<file path="src/rtl/parallel_to_serial_pkg.sv">
// Shared constants, word record, length decode and FSM encoding for the
// parallel-to-serial transmitter (and its matching receiver).
package parallel_to_serial_pkg;

  localparam int P2S_DATA_W = 32;
  localparam int P2S_LEN_W  = 5;
  localparam int P2S_CNT_W  = P2S_LEN_W + 1;

  typedef enum logic {
    P2S_IDLE  = 1'b0,
    P2S_SHIFT = 1'b1
  } p2s_state_e;

  typedef struct packed {
    logic [P2S_DATA_W-1:0] data;
    logic [P2S_LEN_W-1:0]  width;
  } p2s_word_t;

  // A width field of zero encodes a full 32-bit word.
  function automatic logic [P2S_CNT_W-1:0] len_of(input logic [P2S_LEN_W-1:0] width);
    return (width == '0) ? P2S_CNT_W'(P2S_DATA_W) : {1'b0, width};
  endfunction

endpackage

</file>
<file path="src/rtl/p2s_hold_buffer.sv">
// Single-entry ready/valid register slice holding one pending word while the
// shifter is busy with the current one.
module p2s_hold_buffer
  import parallel_to_serial_pkg::*;
(
  input  logic      clock,
  input  logic      reset,
  input  logic      in_valid,
  output logic      in_ready,
  input  p2s_word_t in_word,
  output logic      out_valid,
  output p2s_word_t out_word,
  input  logic      out_ready
);

  logic      full_q, full_d;
  p2s_word_t word_q, word_d;

  always_comb begin
    full_d = full_q;
    word_d = word_q;
    // Push and pop are mutually exclusive: push needs empty, pop needs full.
    if (in_valid && !full_q) begin
      full_d = 1'b1;
      word_d = in_word;
    end else if (out_ready && full_q) begin
      full_d = 1'b0;
    end
  end

  always_ff @(posedge clock or posedge reset) begin
    if (reset) begin
      full_q <= 1'b0;
      word_q <= '0;
    end else begin
      full_q <= full_d;
      word_q <= word_d;
    end
  end

  assign in_ready  = !full_q;
  assign out_valid = full_q;
  assign out_word  = word_q;

endmodule

</file>
<file path="src/rtl/parallel_to_serial.sv">
// LSB-first serializer: loads 32-bit words with a per-word length and emits one
// bit per clock, chaining a held word into the shifter with no idle cycle.
module parallel_to_serial
  import parallel_to_serial_pkg::*;
(
  input  logic                  clock,
  input  logic                  reset,
  input  logic                  load_valid,
  output logic                  load_ready,
  input  logic [P2S_DATA_W-1:0] load_data,
  input  logic [P2S_LEN_W-1:0]  load_width,
  output logic                  out,
  output logic                  out_valid,
  output logic                  out_last,
  output logic                  word_done
);

  p2s_state_e            state_q, state_d;
  logic [P2S_DATA_W-1:0] shreg_q, shreg_d;
  logic [P2S_CNT_W-1:0]  cnt_q, cnt_d;
  logic [P2S_CNT_W-1:0]  len_q, len_d;
  logic                  word_done_q, word_done_d;

  logic      accept;
  logic      last_bit;
  logic      hold_push;
  logic      hold_pop;
  logic      hold_ready;
  logic      hold_full;
  p2s_word_t hold_word;
  p2s_word_t in_word;

  assign in_word    = '{data: load_data, width: load_width};
  assign load_ready = hold_ready;
  assign accept     = load_valid && load_ready;
  assign last_bit   = (state_q == P2S_SHIFT) && (cnt_q == len_q - P2S_CNT_W'(1));

  // Only words arriving mid-word park in the buffer; on the last-bit edge an
  // incoming word goes straight to the shifter instead.
  assign hold_push = accept && (state_q == P2S_SHIFT) && !last_bit;
  assign hold_pop  = last_bit && hold_full;

  p2s_hold_buffer u_hold (
    .clock     (clock),
    .reset     (reset),
    .in_valid  (hold_push),
    .in_ready  (hold_ready),
    .in_word   (in_word),
    .out_valid (hold_full),
    .out_word  (hold_word),
    .out_ready (hold_pop)
  );

  always_comb begin
    state_d     = state_q;
    shreg_d     = shreg_q;
    cnt_d       = cnt_q;
    len_d       = len_q;
    word_done_d = last_bit;

    unique case (state_q)
      P2S_IDLE: begin
        if (accept) begin
          state_d = P2S_SHIFT;
          shreg_d = load_data;
          cnt_d   = '0;
          len_d   = len_of(load_width);
        end
      end
      P2S_SHIFT: begin
        if (last_bit) begin
          if (hold_full) begin
            shreg_d = hold_word.data;
            cnt_d   = '0;
            len_d   = len_of(hold_word.width);
          end else if (accept) begin
            shreg_d = load_data;
            cnt_d   = '0;
            len_d   = len_of(load_width);
          end else begin
            state_d = P2S_IDLE;
            shreg_d = '0;
            cnt_d   = '0;
            len_d   = '0;
          end
        end else begin
          shreg_d = shreg_q >> 1;
          cnt_d   = cnt_q + P2S_CNT_W'(1);
        end
      end
      default: state_d = P2S_IDLE;
    endcase
  end

  always_ff @(posedge clock or posedge reset) begin
    if (reset) begin
      state_q     <= P2S_IDLE;
      shreg_q     <= '0;
      cnt_q       <= '0;
      len_q       <= '0;
      word_done_q <= 1'b0;
    end else begin
      state_q     <= state_d;
      shreg_q     <= shreg_d;
      cnt_q       <= cnt_d;
      len_q       <= len_d;
      word_done_q <= word_done_d;
    end
  end

  // Shifter bit 0 is the line; it is cleared whenever the FSM idles.
  assign out       = shreg_q[0];
  assign out_valid = (state_q == P2S_SHIFT);
  assign out_last  = last_bit;
  assign word_done = word_done_q;

endmodule

</file>
<file path="config.mk">
export PLATFORM = sky130hd
export DESIGN_NAME = parallel_to_serial
export DESIGN_NICKNAME = d
export VERILOG_FILES = /design/src/rtl/parallel_to_serial_pkg.sv /design/src/rtl/p2s_hold_buffer.sv /design/src/rtl/parallel_to_serial.sv
export SDC_FILE = /design/constraint.sdc
export NUM_CORES = 1
export LEC_CHECK = 0
export CELL_PAD_IN_SITES_DETAIL_PLACEMENT = 0
export CELL_PAD_IN_SITES_GLOBAL_PLACEMENT = 1
export CORE_ASPECT_RATIO = 1.75
export CORE_UTILIZATION = 50
export CTS_BUF_LIST = sky130_fd_sc_hd__clkbuf_8
export CTS_CLUSTER_DIAMETER = 40
export CTS_CLUSTER_SIZE = 10
export DETAILED_ROUTE_END_ITERATION = 10
export HOLD_SLACK_MARGIN = 0.1
export PLACE_DENSITY_LB_ADDON = 0.1
export REMOVE_ABC_BUFFERS = 1
export SETUP_SLACK_MARGIN = 0.1
export SYNTH_ARGS = -nofsm -noshare
export SYNTH_HDL_FRONTEND = slang
export SYNTH_SLANG_ARGS = --single-unit
</file>
<file path="constraint.sdc">
create_clock -name clock -period 4.75 [get_ports clock]
set_input_delay 0.475 -clock clock [delete_from_list [all_inputs] [get_ports clock]]
set_output_delay 0.475 -clock clock [all_outputs]
set_load 0.02 [all_outputs]
</file>
==> out/qor.yml, run 1 <==
logic_synthesis:
  yosys.area.top_type_share_pct: 49.6
  async_reset_ff_share_pct: 100
  yosysMostFrequentCell: "dfrtp_1"
  synth.largest_area_cell: "dfrtp_1"
  synth_flop_cell: "dfrtp_1"
  yosys.cell_types.count: 41
  syn_inst: 397
  yosys_warnings: 0
  yosys-top-cells-area: "dfrtp_1 (50%), mux2_4 (11%), nand2_1 (6.5%)"
  synth_enable_flop_cells: 0
  synth_seq_area_share_pct: 49.6
  syn_avg_cell_area_um2: 10.7
  syn_area_mm2: 0.00424
  synth_common_cells: "dfrtp_1 (84), nand2_1 (73), mux2_4 (30)"
  ys_ff_latch: 84
die:
  die_area_mm2: 0.00887
  core-area_mm2: 0.00826
  chipWidth_um: 71.6
  die_y_um: 124
  start_util_pct: 51.3
  io_pins: 45
  row_count: 44
route:
  vias: 3263
  drc: 0
  wl_per_cell_um: 18.9
  dr.pass1.iters: 6
  via_per_inst: 6.22
  ant_nets: 0
  drt_iter0_markers: 308
  wirelength_um: 9900
clock_tree:
  postCtsResizedCells: 0
  path_clk_slew_ps: 80
  cts_setup_buffers: 0
  cts_root_buffer: "clkbuf_8"
  cts.sinks: 84
  cts_buffers: 9
  cts_buffer_depth: 2
  cts_tree: "yes"
  htreeDepth: 3
  clk_latency_ps: 370
  holdBufCountCts: 0
critical_path:
  arrival_ps: 2720
  start_kind: "flop"
  end_kind: "output port"
  crit_path_max_fanout: 5
  crit_required_ps: 4280
  reg2regPathDepth: 9
  rrSetupSlack_ps: 1760
  worstSetupPathType: "reg2out"
hold_path:
  hold_depth: 1
  hp-class: "reg2reg"
placement:
  gp_congestion: 0.809
  io_buffers: 44
  placed_cell_area_mm2: 0.00471
  dp_slack_ps: 1760
  dp_hpwl_um: 6190
sta:
  max_slew_margin_pct: 34.0
  min_period_over_period_pct: 67.2
  worstMarginPinSlew_ps: 990
  final_max_slew_viol_count: 0
  fin_worst_skew_ps: 11.2
  rsz0062_at_grt: "no"
  hold_viol: 0
  worst_slack_ps: 1560
  period_needed_ps: 3190
  max_clock_freq_mhz: 313
  setup_tns_ps: 0
  setup_violations: 0
flow_run:
  drv_cap: 0
finish:
  layout-drive-gt1-share_pct: 15.7
  finalCoreUtilization_pct: 59.5
  final_area_mm2: 0.00491
  antenna_cells: 0
  area_growth_pct: 15.9
  final_nets: 470
  fillerInstances: 701
global_routing:
  grt_pass1_wl_um: 16500
  overflow: 0
  grt_pass1_vias: 3316
  track_usage_pct: 24.4
  grtUsageMet1_pct: 29.8
  grt_use_met2_pct: 42.4
  antenna_found_initial: 0
  grt_start_max_net_pins: 58
  top_usage_layer: "met2"
  grt.met3_usage_pct: 4.53
status:
  status: "finished clean"
power_and_ir_drop:
  finalPower_mw: 3.28
  power_density_mw_per_mm2: 668
  leakagePower_nw: 2.09
  ir_worst_vdd_uv: 313
==> cells in the final DEF (no fill, tap or decap), drive strengths merged, types with 2 or more instances in the layout <==
| master | count |
|---|---|
| dfrtp | 84 |
| nand2 | 73 |
| clkdlybuf4s50 | 44 |
| mux2 | 37 |
| nor2 | 27 |
| a21oi | 24 |
| nand3 | 18 |
| o311a | 16 |
| a221oi | 15 |
| a222oi | 15 |
| clkbuf | 11 |
| nor3 | 7 |
| buf | 7 |
| inv | 7 |
| o21ai | 6 |
| xor2 | 5 |
| xnor2 | 4 |
| clkinv | 3 |
| o311ai | 3 |
| nand4 | 3 |
| nand3b | 2 |
| a31oi | 2 |
| a221o | 2 |
| ha | 2 |
| nor2b | 2 |
==> metal layers <==
layer / share of wire, % / up-vias / wire [um]
met4: 2.0 / 0 / 195
met3: 2.6 / 13 / 259
met2: 53 / 60 / 5230
met1: 43 / 1664 / 4220
met5: 0 / - / 0
li1: - / 1526 / -
==> through the flow <==
stage	hold WS, ps	instances
final	515	525
after global placement	491	509
after global routing	532	525
after floorplan	481	366
after CTS	518	525
after detailed placement	493	509
==> cell type report <==
| class | instances | area, um^2 | share of cell area [%] |
|---|---|---|---|
| clock buffers | 11 | 151 | 3.08 |
| flip-flops and latches | 84 | 2100 | 42.8 |
| repair buffers | 51 | 493 | 10.0 |
| clock inverters | 5 | 51.3 | 1.04 |
| well taps | 92 | 115 | 2.34 |
| multi-input cells | 275 | 1970 | 40.2 |
| inverters | 7 | 27.5 | 0.560 |
==> cells by family (layout without fill, tap and decap cells) <==
group | Yosys count | in the layout | share of synthesized area, %
AOI/OAI and AO/OA | 90 | 90 | 17.0
xor gates and xnor gates | 9 | 9 | 1.86
adders and majority gates | 2 | 2 | 0.590
buffers and inverters | 38 | 74 | 4.10
DFF | 84 | 84 | 49.6
muxes | 38 | 38 | 12.7
and+or+nand+nor | 136 | 136 | 14.1
==> critical path, cell delays in order (launching register included) <==
cell and delay, ps:
dfrtp_1 420, inv_1 80, ha_1 310, xnor2_1 130
nor2_1 120, nand4_2 220, nor3_1 390, clkdlybuf4s50_1 680
==> power breakdown <==
part / total [mW] / leakage [nW] / internal (mW) / switching, mW
clock network: 0.524 / 0.107 / 0.268 / 0.256
logic: 1.43 / 0.981 / 0.731 / 0.703
registers: 1.33 / 1.00 / 1.07 / 0.257
==> flip-flops by register name, summed over array words and instances, names as in the netlist <==
signal and count:
word_done 1, out_valid 1, shreg_q 32, u_hold.out_valid 1, cnt_q 6, u_hold.out_word 37
len_q 6
==> worst paths after layout <==
kind                                           from                   to
worst max-delay path                       len_q[0]             out_last
worst min-delay path            u_hold.out_word[36]  u_hold.out_word[36]
worst max register to register             len_q[0]   u_hold.out_word[0]
worst min register to register  u_hold.out_word[36]  u_hold.out_word[36]
max in group asynchronous                     reset             len_q[0]
min in group asynchronous                     reset          shreg_q[20]
Power figures use the tool's default switching activity.
==> inputs of run 2 (changes only) <==
--- a/config.mk
+++ b/config.mk
@@ -8,7 +8,7 @@
 export CELL_PAD_IN_SITES_DETAIL_PLACEMENT = 0
 export CELL_PAD_IN_SITES_GLOBAL_PLACEMENT = 1
 export CORE_ASPECT_RATIO = 1.75
-export CORE_UTILIZATION = 50
+export CORE_UTILIZATION = 42
 export CTS_BUF_LIST = sky130_fd_sc_hd__clkbuf_8
 export CTS_CLUSTER_DIAMETER = 40
 export CTS_CLUSTER_SIZE = 10
==> constraint.sdc (replaced) <==
create_clock -name clock -period 2.7 [get_ports clock]
set_input_delay 0.27 -clock clock [delete_from_list [all_inputs] [get_ports clock]]
set_output_delay 0.27 -clock clock [all_outputs]
set_load 0.02 [all_outputs]
==> out/qor.yml, run 2 (synthesis gave the netlist of run 1 again) <==
critical_path:
  r2r_start: "len_q[0]"
  reg2regPathDepth: 9  # unchanged
  start_kind: "flop"
  end_kind: "flop"
  path_cells: "inv_1 > ha_1 > and3b_1 > nor3_1 > o31a_1 > o21ai_4 > nor2_8 > buf_4 > mux2_4"
  arrival_ps: 2650  # -70 ps
  rrSetupSlack_ps: 300  # -1460 ps
  worstSetupPathType: "reg2reg"
  crit_path_max_fanout: 12  # +7
  critPathMaxStageDelay_ps: 420  # -260 ps
  rr_endpoint: "u_hold.out_word[27]"
  cpMaxStageDelayCell: "dfrtp_1"
  crit_required_ps: 2940  # -1340 ps
global_routing:
  grt_start_max_net_pins: 66  # +14%
  grt_pass1_vias: 3318  # +0.060%
  track_usage_pct: 21.3  # -3.2 points
  antenna_found_initial: 0  # unchanged
  grt_pass1_wl_um: 17000  # +2.8%
  overflow: 0  # unchanged
route:
  via_per_inst: 5.72  # -7.9%
  wirelength_um: 10300  # +4.3%
  drc: 0  # unchanged
  dr.pass1.iters: 5  # -1
  ant_nets: 0  # unchanged
  wl_per_cell_um: 18.2  # -3.4%
  drt_iter0_markers: 259  # -16%
  vias: 3245  # -0.55%
finish:
  final_nets: 479  # +1.9%
  layout-drive-gt1-share_pct: 18.1  # +2.4 points
  final_area_mm2: 0.00507  # +3.2%
  largest_reg_flops: 37  # unchanged
  final_common_cell: "dfrtp_1"
  antenna_cells: 0  # unchanged
  area_growth_pct: 19.6
  finalNonFillerCells: 567  # +8.0%
  final_cell_mix: "dfrtp_1 (84), nand2_1 (73), clkdlybuf4s50_1 (43)"
placement:
  dp.cells: 551  # +8.3%
  io_buffers: 44  # unchanged
  dp_hpwl_um: 6530  # +5.5%
  gp_congestion: 0.751  # -7.2%
  placed_cell_area_mm2: 0.00487  # +3.4%
clock_tree:
  cts_tree: "yes"
  cts.sinks: 84  # unchanged
  path_clk_slew_ps: 100  # +20 ps
  clk_latency_ps: 370  # about the same
  cts_buffer_depth: 2  # unchanged
  htreeDepth: 3  # unchanged
  holdBufCountCts: 0  # unchanged
  cts_buffers: 9  # unchanged
  cts_root_buffer: "clkbuf_8"
sta:
  hold_viol: 0  # unchanged
  max_slew_margin_pct: 61.6  # +28 points
  final_max_slew_viol_count: 0  # unchanged
  rsz0062_at_grt: "no"
  min_period_over_period_pct: 88.9
  setup_violations: 0  # unchanged
  period_needed_ps: 2400
  max_clock_freq_mhz: 416
  worstMarginPinSlew_ps: 574  # -416 ps
  fin_worst_skew_ps: 19.9  # +8.78 ps
die:
  die_area_mm2: 0.0105  # +19%
  chipWidth_um: 77.9  # +8.9%
  row_count: 48  # +9.1%
  die_y_um: 135  # +9.0%
  io_pins: 45  # unchanged
  core-area_mm2: 0.00985  # +19%
  start_util_pct: 43.0  # -8.3 points
power_and_ir_drop:
  ir_worst_vdd_uv: 622  # +99%
  power_density_mw_per_mm2: 1160  # +74%
  leakagePower_nw: 2.14  # +2.5%
status:
  status: "finished clean"
flow_run:
  drv_cap: 0  # unchanged
hold_path:
  hp-class: "in2async"
-- run 2: repair_timing --
action | CTS | global route
cloned | 0 | 0
setup endpoints to repair | 1 | 1
setup buffers | 0 | 0
gates resized for setup | 2 | 2
-- run 2: per-stage QoR --
| step | util [%] | total power, mW | hold slack (ps) | TNS (ps) | setup WS, ps |
|---|---|---|---|---|---|
| after global placement | 49.4 | 4.95 | 489 | 0 | 252 |
| after global routing | 51.5 | 6.34 | 224 | 0 | 133 |
| after detailed placement | 49.4 | 5.00 | 493 | 0 | 179 |
| after CTS | 51.5 | 5.96 | 181 | 0 | 156 |
| final | 51.5 | 5.89 | 179 | 0 | 298 |
| after floorplan | - | 4.18 | 418 | -28290 | -1100 |
-- run 2: worst max-delay path: cells and delay by family (launching register included) --
family	cells	cell delay, ps
buffers and inverters	2	370
DFF	1	420
and+or+nand+nor	3	470
muxes	1	330
AOI/OAI and AO/OA	2	440
adders and majority gates	1	250
-- run 2: worst max-delay path by stage --
stage	slack, ps	endpoint	startpoint	depth (start not counted)
finish	300	u_hold.out_word[27]	len_q[0]	9
global route	130	u_hold.out_word[27]	len_q[0]	9
CTS	160	out_last	len_q[0]	7
detailed placement	180	out_last	len_q[0]	7
global placement	250	out_last	len_q[0]	7
floorplan	-1100	shreg_q[11]	u_hold.out_valid	4
-- run 2: cell type report --
cell class                 instances  area, um^2
fill                             934        4780
sequential                        84        2100
multi-input combinational        275        1980
timing repair buffer              60         606
tap                              125         156
clock buffer                      10         138
clock inverter                     6        63.8
inverter                           7        27.5
-- run 2: per-layer routing --
metal	vias up	track usage [%]	part of all wire (%)
met3	8	3.92	3.4
met5	-	0	0
li1	1542	-	-
met1	1632	27.8	45
met4	0	7.20	1.4
met2	63	35.4	51
-- run 2: power by group --
group / total (mW) / internal (mW) / switching, mW / leakage [nW]
logic: 2.67 / 1.37 / 1.30 / 1.04
clock network: 0.925 / 0.451 / 0.474 / 0.0983
registers: 2.29 / 1.88 / 0.413 / 1.00
==> inputs of run 3 (changes only) <==
--- a/config.mk
+++ b/config.mk
@@ -17,6 +17,7 @@
 export PLACE_DENSITY_LB_ADDON = 0.1
 export REMOVE_ABC_BUFFERS = 1
 export SETUP_SLACK_MARGIN = 0.1
+export SKIP_LAST_GASP = 1
 export SYNTH_ARGS = -nofsm -noshare
 export SYNTH_HDL_FRONTEND = slang
 export SYNTH_SLANG_ARGS = --single-unit
==> results of run 3 <==
Final layout, timing and power as in run 2 (identical DEF).
